[config.mk]
export PLATFORM = sky130hd
export DESIGN_NAME = raster_layer_scheduler
export DESIGN_NICKNAME = d
export VERILOG_FILES = /design/src/rtl/raster_layer_scheduler.sv
export SDC_FILE = /design/constraint.sdc
export NUM_CORES = 1
export LEC_CHECK = 0
export CORE_UTILIZATION = 25
export CTS_CLUSTER_DIAMETER = 120
export DETAILED_ROUTE_END_ITERATION = 16
export PLACE_DENSITY = 0.43
export SETUP_SLACK_MARGIN = 0.2
export SLEW_MARGIN = 10
export SYNTH_ARGS = -nofsm -noshare
export SYNTH_HDL_FRONTEND = slang
export SYNTH_SLANG_ARGS = --single-unit
[constraint.sdc]
create_clock -name iCLK -period 1.95 [get_ports iCLK]
set_clock_uncertainty 0.05 [all_clocks]
set_input_delay 0.39 -clock iCLK [delete_from_list [all_inputs] [get_ports iCLK]]
set_output_delay 0.39 -clock iCLK [all_outputs]
set_load 0.01 [all_outputs]
[src/rtl/raster_layer_scheduler.sv]
// Layer scheduler for the raster pixel path: round-robin host writes into a shadow set,
// frame-boundary commit into the active set, and a 2-stage priority colour pipeline.
module raster_layer_scheduler #(
  parameter int          H_LINE   = 16,
  parameter int          V_LINE   = 5,
  parameter int          H_ACTIVE = 12,
  parameter int          V_ACTIVE = 4,
  parameter int          N_LAYER  = 4,
  parameter logic [23:0] BG_COLOR = 24'h000010,
  parameter int          LW       = (N_LAYER > 1) ? $clog2(N_LAYER) : 1
) (
  input  logic               iCLK,
  input  logic               iRST_n,
  input  logic [10:0]        iX_cnt,
  input  logic [9:0]         iY_cnt,
  input  logic [N_LAYER-1:0] iHit,
  input  logic [1:0]         iReq,
  input  logic [LW-1:0]      iWr_layer_a,
  input  logic [LW-1:0]      iWr_layer_b,
  input  logic               iWr_en_a,
  input  logic               iWr_en_b,
  input  logic [23:0]        iWr_color_a,
  input  logic [23:0]        iWr_color_b,
  input  logic               iCommit,
  output logic [1:0]         oGnt,
  output logic               oBusy,
  output logic               oCommit_done,
  output logic               oPix_de,
  output logic [23:0]        oPix_rgb,
  output logic               oFrame_start
);

  typedef enum logic {IDLE, PENDING} state_t;

  state_t state_q, state_d;
  logic   busy;
  logic   applyCommit;
  logic   frameEnd;

  logic   rr_q, rr_d;
  logic [1:0] gnt;
  logic [LW-1:0] wrLayer;
  logic          wrEn;
  logic [23:0]   wrColor;
  logic          wrValid;

  logic [N_LAYER-1:0] shadowEn_q, shadowEn_d;
  logic [23:0]        shadowColor_q [N_LAYER];
  logic [23:0]        shadowColor_d [N_LAYER];
  logic [N_LAYER-1:0] activeEn_q, activeEn_d;
  logic [23:0]        activeColor_q [N_LAYER];
  logic [23:0]        activeColor_d [N_LAYER];

  logic               de1_q, de1_d;
  logic               fs1_q, fs1_d;
  logic [23:0]        col1_q, col1_d;
  logic [N_LAYER-1:0] hitEn;

  logic               pixDe_q;
  logic [23:0]        pixRgb_q;
  logic               frameStart_q;
  logic               commitDone_q;

  assign frameEnd = (iX_cnt == 11'(H_LINE - 1)) && (iY_cnt == 10'(V_LINE - 1));

  // Commit FSM: state register
  always_ff @(posedge iCLK or negedge iRST_n) begin
    if (!iRST_n) begin
      state_q <= IDLE;
    end else begin
      state_q <= state_d;
    end
  end

  always_comb begin
    state_d = state_q;
    case (state_q)
      IDLE:    if (iCommit) state_d = PENDING;
      PENDING: if (frameEnd) state_d = IDLE;
      default: state_d = IDLE;
    endcase
  end

  always_comb begin
    busy        = (state_q == PENDING);
    applyCommit = (state_q == PENDING) && frameEnd;
  end

  // Writes are frozen while a commit is pending so the shadow set stays coherent
  always_comb begin
    gnt = 2'b00;
    if (!busy) begin
      case (iReq)
        2'b01:   gnt = 2'b01;
        2'b10:   gnt = 2'b10;
        2'b11:   gnt = rr_q ? 2'b10 : 2'b01;
        default: gnt = 2'b00;
      endcase
    end
  end

  always_comb begin
    rr_d = rr_q;
    if (gnt[0]) begin
      rr_d = 1'b1;
    end else if (gnt[1]) begin
      rr_d = 1'b0;
    end
  end

  always_comb begin
    wrValid = |gnt;
    wrLayer = gnt[1] ? iWr_layer_b : iWr_layer_a;
    wrEn    = gnt[1] ? iWr_en_b    : iWr_en_a;
    wrColor = gnt[1] ? iWr_color_b : iWr_color_a;
  end

  // Out-of-range layer indices are acknowledged but dropped
  always_comb begin
    shadowEn_d    = shadowEn_q;
    shadowColor_d = shadowColor_q;
    if (wrValid && (int'(wrLayer) < N_LAYER)) begin
      shadowEn_d[wrLayer]    = wrEn;
      shadowColor_d[wrLayer] = wrColor;
    end
  end

  always_comb begin
    activeEn_d    = activeEn_q;
    activeColor_d = activeColor_q;
    if (applyCommit) begin
      activeEn_d    = shadowEn_q;
      activeColor_d = shadowColor_q;
    end
  end

  always_ff @(posedge iCLK or negedge iRST_n) begin
    if (!iRST_n) begin
      rr_q         <= 1'b0;
      shadowEn_q   <= '0;
      activeEn_q   <= '0;
      commitDone_q <= 1'b0;
      for (int i = 0; i < N_LAYER; i++) begin
        shadowColor_q[i] <= '0;
        activeColor_q[i] <= '0;
      end
    end else begin
      rr_q          <= rr_d;
      shadowEn_q    <= shadowEn_d;
      shadowColor_q <= shadowColor_d;
      activeEn_q    <= activeEn_d;
      activeColor_q <= activeColor_d;
      commitDone_q  <= applyCommit;
    end
  end

  // Stage 1 reads the pre-commit active set, so the frame-end pixel keeps the old look
  always_comb begin
    hitEn  = iHit & activeEn_q;
    de1_d  = (iX_cnt < 11'(H_ACTIVE)) && (iY_cnt < 10'(V_ACTIVE));
    fs1_d  = (iX_cnt == 11'd0) && (iY_cnt == 10'd0);
    col1_d = '0;
    if (de1_d) begin
      col1_d = BG_COLOR;
      for (int i = N_LAYER - 1; i >= 0; i--) begin
        if (hitEn[i]) col1_d = activeColor_q[i];
      end
    end
  end

  always_ff @(posedge iCLK or negedge iRST_n) begin
    if (!iRST_n) begin
      de1_q        <= 1'b0;
      fs1_q        <= 1'b0;
      col1_q       <= '0;
      pixDe_q      <= 1'b0;
      pixRgb_q     <= '0;
      frameStart_q <= 1'b0;
    end else begin
      de1_q        <= de1_d;
      fs1_q        <= fs1_d;
      col1_q       <= col1_d;
      pixDe_q      <= de1_q;
      pixRgb_q     <= col1_q;
      frameStart_q <= fs1_q;
    end
  end

  assign oGnt         = gnt;
  assign oBusy        = busy;
  assign oCommit_done = commitDone_q;
  assign oPix_de      = pixDe_q;
  assign oPix_rgb     = pixRgb_q;
  assign oFrame_start = frameStart_q;

endmodule

After elaboration in Yosys (flattened, before gate mapping)
Index checks and enable logic that the tools add are counted.
{"block": "classes", "eq_ne": 5, "muxes": 22, "bitwise": 3, "n_lt_le_gt_ge": 6, "n_reduce_logical": 10}
{"cell": "$mux W24", "n": 7}
{"cell": "$bwmux W96", "n": 1}
{"cell": "$demux W24 S2", "n": 1}
{"cell": "$eq A11 B4 Y1 const B", "n": 1}
{"cell": "$logic_not A11 Y1", "n": 1}
{"cell": "$lt A11 B4 Y1 const B", "n": 1}
{"cell": "$eq A10 B3 Y1 const B", "n": 1}
{"cell": "$logic_not A10 Y1", "n": 1}
{"cell": "$lt A10 B3 Y1 const B", "n": 1}
{"cell": "$logic_and A1 B1 Y1", "n": 6}
{"cell": "$mux W1", "n": 6}
{"cell": "$mux W2", "n": 3}
{"cell": "$pmux W2 S3", "n": 1}
{"cell": "$and A4 B4 Y4", "n": 1}
{"cell": "$bwmux W4", "n": 1}
{"cell": "$eq A2 B2 Y1 const B", "n": 2}
{"cell": "$ge A3 B3 Y1 const B", "n": 1}
{"cell": "$lt A2 B3 Y1 const B", "n": 1}
{"cell": "$lt A3 B1 Y1 const B", "n": 1}
{"cell": "$not A2 Y3", "n": 1}
{"cell": "$demux W1 S2", "n": 1}
{"cell": "$eq A2 B1 Y1 const B", "n": 1}
{"cell": "$ge A2 B1 Y1 const B", "n": 1}
{"cell": "$pmux W1 S2", "n": 1}
{"cell": "3 further kinds", "n": 3}
{"block": "totals", "out_inout_bits": 30, "reg_bits": 255, "word_cells": 65, "inputBits": 84}

Logic depth before layout (Yosys ltp)
Gate-level depths: netlist (run 1).
{"block": "logic_depth", "depth_word": 10, "mapped_depth": 7, "depth_no_buf": 4}

Worst setup path after synthesis (run 1)
No wires, ideal clock.
{"block": "synth_path", "kind": "in2reg", "from": "input iX_cnt[9]", "to": "register activeColor_q[89] (netlist bit)", "required_ns": 1.773, "t_arrival_ns": 2.045, "path_stages": 6, "slack_ns": -0.273, "setup_ns": 0.127, "path_cell_list": "or3_1 or3_4 nor4_4 buf_6 buf_8 mux2_1"}
{"block": "synth_between", "elab_chain_cells": 3}
{"element": "start, declared", "line_no": "14", "text": "input logic [10:0] iX_cnt,"}
{"element": "$eq A11 B4 Y1", "line_no": "64", "text": "assign frameEnd = (iX_cnt == 11'(H_LINE - 1)) && (iY_cnt == 10'(V_LINE - 1));"}
{"element": "$logic_and A1 B1 Y1", "line_no": "64"}
{"element": "$logic_and A1 B1 Y1", "line_no": "86", "text": "applyCommit = (state_q == PENDING) && frameEnd;"}
{"element": "end signal, assigned", "line_no": "152", "text": "activeColor_q <= activeColor_d;"}
{"element": "end, declared", "line_no": "51", "text": "logic [23:0] activeColor_q [N_LAYER];"}
Every way passes these cells.
A chain may end at the register's enable or synchronous reset.

Worst setup path after layout (run 1)
{"block": "layout_path", "from": "register state_q, in the netlist oBusy", "to": "register shadowColor_q[21] (netlist bit)"}
{"block": "layout_between", "elab_chain_cells": 8, "elab_cells_between_ends": 11, "cone_classes": "order compare (2); mux (6); bitwise (1); reduce/logical (2)"}
{"element": "start, declared", "line_no": "35", "text": "state_t state_q, state_d;"}
{"element": "start signal, assigned", "line_no": "71", "text": "state_q <= state_d;"}
{"element": "$mux W2 *", "line_no": "92", "text": "if (!busy) begin"}
{"element": "$mux W2", "line_no": "113", "text": "wrLayer = gnt[1] ? iWr_layer_b : iWr_layer_a;"}
{"element": "$not A2 Y3 (implied by the code)", "line_no": "124", "text": "shadowColor_d[wrLayer] = wrColor;"}
{"element": "$ge A3 B3 Y1 (implied by the code) / $lt A3 B1 Y1 (equally long branches)", "line_no": "124"}
{"element": "$logic_and A1 B1 Y1 (implied by the code)", "line_no": "124"}
{"element": "$mux W24 (implied by the code)", "line_no": "124"}
{"element": "$demux W24 S2", "line_no": "124"}
{"element": "$bwmux W96", "line_no": "124"}
{"element": "end signal, assigned", "line_no": "150", "text": "shadowColor_q <= shadowColor_d;"}
{"element": "end, declared", "line_no": "48", "text": "logic [23:0] shadowColor_q [N_LAYER];"}
Mark *: on every way between the ends. The rest lies on a longest branch, timed or not.

==> flow_summary.ini, run 1 <==
[global_routing]
grt_pass1_vias = 7096
grt_util_all_layers_pct = 13.9
grt.overflow.total = 0
grt_pass1_wl_mm = 44.1
antenna_found_initial = 0
grt_max_degree = 55

[yosys]
synth.top_cells.by_area = dfrtp_1 61%, mux2_2 15%, mux2_1 9.7%
synth_edf_count = 0
synth_cell_type_count = 33
synthArstFlopShare_pct = 100
synth_area_leader_cell = dfrtp_1
yosysWarnings = 0
syn_nets = 799
synth_top_area_share_pct = 61.4
ys_seq_area_share_pct = 61.4
syn_avg_cell_area_um2 = 14.5
synth-seq-cells = 255
ys.flop_type = dfrtp_1
synth_common_cells = 255 x dfrtp_1, 136 x mux2_2, 89 x mux2_1, 49 x nand3_1, 46 x o211ai_1
synth_area_um2 = 10400
synth.most_common_cell = dfrtp_1
synthCells = 715

[layout]
drive_gt1_share_pct = 43.0
syn_to_final_growth_pct = 48.8
fin_util_pct = 37.8
nets = 1001
fill_cells = 3906
antennaDiodeCount = 0
stdcell_count = 1470

[worst_setup_path]
crit_path_max_incr_delay_ns = 0.42
cp.arrival_ns = 2.37
worstSetupStartpointType = flip-flop
worstSetupPathType = flip-flop to flip-flop
cp_slowest_cell = dfrtp_2
cp_cell_sequence = nand2b_4 -> nand2b_4 -> buf_8 -> o32ai_4 -> buf_12 -> buf_12 -> buf_16 -> mux2_4
cp.required_ns = 2.33
path_max_fanout = 6
cp-end-kind = flip-flop

[route]
avgRoutedWirePerCell_um = 20.1
wirelength_mm = 29.6
vias = 6557
ant_nets = 0
vias_per_cell = 4.46
drc_errors = 0
first_pass_iters = 4
initialDrtViolationCount = 264

[clock_network]
cts.sinks = 255
cts_max_path_buffers = 3
cts_buffers = 30
cts-root-buf = clkbuf_16
clkLatencyLatePin_ns = 0.55
cts_tree = done
cts_max_level = 1
path_clk_slew_ns = 0.06

[floorplan]
start_util_pct = 25.4
boundaryPins = 114
fp.dieH_um = 206
die_area_um2 = 42400
die_x_um = 206
coreArea_um2 = 40900
rows = 74

[pwr]
ir_worst_vdd_v = 0.000554
p_per_area_nw_per_um2 = 785
p_leak_nw = 7.14

[run_status]
outcome = complete, but fails checks
violations = negative setup slack

[place]
port_buffers = 113
hpwl_mm = 16.6
place.gp.congestion = 0.694
place_inst = 1368

[sta]
grt_setup_unrepaired = true
tightestPinTransition_ns = 0.524
fmax_mhz = 501
fin_ws_ns = -0.0451
slew_headroom_pct = 65.0
finalSetupViolCount = 15
report.final.slew_viol_count = 0
hold_viol_final = 0
finalCritPeriodShare_pct = 102
fin_setup_tns_ns = -0.303
finalCriticalPeriod_ns = 2.00

[min_path]
hold_class = flip-flop to flip-flop

[job]
maxCapViolations = 0
## kinds of logic after synthesis
group,count (synthesis),synth area share [%]
simple gates,99,4.83
buf+inv,57,3.67
flops,255,61.4
mux,225,24.4
compound gates,79,5.65
## worst paths after layout
check	cells after the start	slack (ns)	start	endpoint
max	8	-0.05	oBusy	shadowColor_q[21]
min	0	0.29	col1_q[13]	oPix_rgb[13]
max reg2reg	8	-0.05	oBusy	shadowColor_q[21]
min reg2reg	0	0.29	col1_q[13]	oPix_rgb[13]
max in group asynchronous	3	0.87	iRST_n	shadowColor_q[79]
min in group asynchronous	2	0.34	iRST_n	col1_q[21]
## state kept, by name, summed over array words and instances (netlist names)
| signal | flops |
|---|---|
| activeColor_q | 96 |
| activeEn_q | 4 |
| col1_q | 24 |
| de1_q | 1 |
| fs1_q | 1 |
| oBusy | 1 |
| oCommit_done | 1 |
| oFrame_start | 1 |
| oPix_de | 1 |
| oPix_rgb | 24 |
| rr_q | 1 |
| shadowColor_q | 96 |
| shadowEn_q | 4 |
## placed cells by master (no fill, tap or decap), types with 5 or more instances in the layout
cell type and n:
dfrtp_1 254, mux2_4 155, clkdlybuf4s50_1 68, nand3_1 48
o211ai_1 46, clkbuf_16 38, mux2_2 35, mux2_1 35
buf_12 34, buf_4 33, dlygate4sd2_1 29, nand2_1 28
buf_16 17, buf_6 16, a21oi_4 13, a21oi_2 11
clkinv_2 5, clkbuf_1 5, buf_8 5
## through the flow
step / hold slack (ns) / total power [mW] / worst slack, ns / cell area (um2)
after floorplan: 0.0444 / 5.99 / -0.198 / 11000
after global placement: 0.284 / 6.43 / -0.706 / 13100
after detailed placement: 0.285 / 6.44 / -0.722 / 13100
after CTS: 0.296 / 12.3 / -0.0705 / 15000
after global routing: 0.301 / 12.6 / -0.0845 / 15500
final: 0.292 / 12.1 / -0.0451 / 15500
## layout make-up
class | instances | area (um2) | share of cell area [%]
inverters | 6 | 27.5 | 0.178
repair buffers | 221 | 2840 | 18.4
clock buffers | 40 | 850 | 5.50
well taps | 532 | 666 | 4.31
multi-input cells | 403 | 4500 | 29.2
clock inverters | 13 | 178 | 1.15
flip-flops and latches | 255 | 6380 | 41.3
## power by group
| group | total [mW] | internal (mW) | leakage [nW] | switching, mW |
|---|---|---|---|---|
| logic | 0.755 | 0.467 | 3.15 | 0.288 |
| clock network | 5.77 | 3.57 | 0.502 | 2.19 |
| registers | 5.61 | 5.50 | 3.49 | 0.110 |
| total | 12.1 | 9.54 | 7.14 | 2.59 |
## repair_timing
| item | in CTS | in global routing |
|---|---|---|
| gates cloned | 11 | 8 |
| setup endpoints to repair | 256 | 227 |
| hold buffers | 1 | 0 |
| buffers inserted | 18 | 11 |
| resized for setup | 158 | 52 |
| pin swaps | 8 | 8 |
| hold endpoints to repair | 41 | 0 |
## per-layer routing
metal	GRT usage [%]	wire length [um]	vias to the layer above
li1	-	-	2998
met1	19.3	14000	3416
met2	23.1	14200	107
met3	1.79	856	36
met4	2.99	456	0
met5	0	0	-
## critical path, delay by kind of cell (launching register included)
kind / cells / cell delay, ns
and+or+nand+nor: 2 / 0.30
buffers and inverters: 4 / 0.57
muxes: 1 / 0.29
AOI/OAI and AO/OA: 1 / 0.23
DFF: 1 / 0.42
Note: power is estimated with default switching activity, not from simulation.
==> run 2: changes to the inputs <==
--- a/config.mk
+++ b/config.mk
@@ -5,6 +5,7 @@
 export SDC_FILE = /design/constraint.sdc
 export NUM_CORES = 1
 export LEC_CHECK = 0
+export CAP_MARGIN = 5
 export CORE_UTILIZATION = 25
 export CTS_CLUSTER_DIAMETER = 120
 export DETAILED_ROUTE_END_ITERATION = 16
==> results of run 2 <==
The final DEF is identical to that of run 1; final timing and power are the same.
==> run 3: changes to the inputs <==
--- a/config.mk
+++ b/config.mk
@@ -9,7 +9,7 @@
 export CORE_UTILIZATION = 25
 export CTS_CLUSTER_DIAMETER = 120
 export DETAILED_ROUTE_END_ITERATION = 16
-export PLACE_DENSITY = 0.43
+export PLACE_DENSITY = 0.55
 export SETUP_SLACK_MARGIN = 0.2
 export SLEW_MARGIN = 10
 export SYNTH_ARGS = -nofsm -noshare
==> run 3 against run 2 <==
  * The flow still finishes with violations (negative setup slack)
  * Final cell count barely moved
  * Largest cell class unchanged
  * Sequential share of layout area fell by 0.40 points
  * Largest power group unchanged
  * Sequential cell count did not move
  * Highest routed layer unchanged
  * Non-clock buffer count did not move
  * Core utilization rose by 0.37 points
  * Routed wire length fell by 1.3%
  * Critical path type unchanged
  * Clock power rose by 4.2%
  * Power rose by 1.8%
==> flow_summary.ini, run 3 (synthesis gave the netlist of run 1 again) <==
[run_status]
outcome = complete, but fails checks
violations = negative setup slack

[sta]
fmax_mhz = 474
hold_viol_final = 0
tightestPinTransition_ns = 0.458
finalSetupViolCount = 146
report.final.slew_viol_count = 0
slew_headroom_pct = 69.4
fin_ws_ns = -0.161
grt_setup_unrepaired = true
finalCritPeriodShare_pct = 108
finalCriticalPeriod_ns = 2.11

[global_routing]
antenna_found_initial = 0
grt_max_degree = 81
grt_pass1_vias = 7269
grt_pass1_wl_mm = 45.0
grt.overflow.total = 0
grt_util_all_layers_pct = 14.0

[worst_setup_path]
worstSetupStartpointType = flip-flop
path_max_fanout = 6
crit_path_max_incr_delay_ns = 0.41
cp_cell_sequence = nand2b_4 -> nand2b_4 -> buf_8 -> buf_12 -> o32ai_4 -> buf_4 -> buf_6 -> buf_16 -> mux2_4
rrSetupSlack_ns = -0.16
cp.arrival_ns = 2.47
cp_slowest_cell = dfrtp_2
critPathTopFamily = buffers and inverters
worstSetupPathType = flip-flop to flip-flop
cp.required_ns = 2.31
crit_top_cell = nand2b_4
rr_worst_depth = 9
path_buf_inv = 5
rr_endpoint = shadowColor_q[25]
r2r_start = oBusy
cp-end-kind = flip-flop

[layout]
antennaDiodeCount = 0
syn_to_final_growth_pct = 50.2
layout_common_cells = 254 x dfrtp_1, 191 x mux2_4, 67 x clkdlybuf4s50_1, 48 x nand3_1, 46 x o211ai_1
drive_gt1_share_pct = 47.0
multi_input_area_um2 = 4610
nets = 1000
stdcell_count = 1469
ff_latch_area_um2 = 6380
final_common_cell = dfrtp_1
final_area_um2 = 15600
fill_cells = 3877
reg_top3 = activeColor_q x96, shadowColor_q x96

[floorplan]
coreArea_um2 = 40900
die_x_um = 206
fp.dieH_um = 206
rows = 74
die_area_um2 = 42400
start_util_pct = 25.4
boundaryPins = 114

[clock_network]
cts_tree = done
path_clk_slew_ns = 0.06
cts.sinks = 255
clkLatencyLatePin_ns = 0.54
cts_buffers = 29
cts-root-buf = clkbuf_16
cts_max_level = 1
cts_max_path_buffers = 3

[place]
place.gp.congestion = 0.706
port_buffers = 113
postPlaceCellArea_um2 = 13000
place_inst = 1363
hpwl_mm = 16.2

[pwr]
ir_worst_vdd_v = 0.000570
finalPower_mw = 12.3
p_leak_nw = 7.14
p_per_area_nw_per_um2 = 792

[route]
first_pass_iters = 4
wirelength_mm = 29.2
vias_per_cell = 4.56
drc_errors = 0
avgRoutedWirePerCell_um = 19.9
ant_nets = 0
initialDrtViolationCount = 375
vias = 6705

[job]
maxCapViolations = 0

[min_path]
hold_class = input port to async pin
run 3: area by class of cell:
cell class                 instances  area share (%)
timing repair buffer             221            18.2
sequential                       255            40.9
clock inverter                    12            1.40
tap                              532            4.27
clock buffer                      40            5.49
inverter                           6           0.160
multi-input combinational        403            29.6
run 3: stage by stage:
stage	TNS [ns]	setup slack, ns	util, %	hold slack [ns]
finish	-10.69	-0.161	38.1	0.245
floorplan	-20.68	-0.198	-	0.0444
CTS	-16.46	-0.154	37.3	0.222
global placement	-127.82	-0.746	31.7	0.163
global route	-21.52	-0.214	38.1	0.220
detailed placement	-129.14	-0.769	31.7	0.163
run 3: worst max-delay path by stage:
stage                         to       from  cells after the start
2_1_floorplan  activeColor_q[89]  iX_cnt[9]                      6
3_3_place_gp          col1_q[21]  iX_cnt[4]                      6
3_5_place_dp          col1_q[21]  iX_cnt[4]                      6
4_1_cts        shadowColor_q[63]      oBusy                      8
5_1_grt        shadowColor_q[46]      oBusy                      9
6_report       shadowColor_q[25]      oBusy                      9
run 3: per-layer routing:
| layer | global-route usage (%) | up-vias | part of all wire, % |
|---|---|---|---|
| met1 | 19.2 | 3521 | 45 |
| met4 | 3.31 | 0 | 1.9 |
| li1 | - | 2989 | - |
| met3 | 2.57 | 43 | 5.3 |
| met2 | 22.6 | 152 | 47 |
| met5 | 0 | - | 0 |
run 3: repair_timing:
action / 4_1_cts / 5_1_grt
buffers inserted: 27 / 6
gates resized for setup: 204 / 62
endpoints found under the hold margin: 255 / 0
cloned: 16 / 4
hold buffers: 1 / 0
pin swaps: 9 / 7
endpoints found under the setup margin: 255 / 219
run 3: report_power, final:
group	internal [mW]	leakage [nW]	total, mW	switching [mW]
clock	3.84	0.534	6.01	2.16
sequential	5.50	3.49	5.61	0.116
combinational	0.446	3.12	0.729	0.283
total	9.79	7.14	12.3	2.56
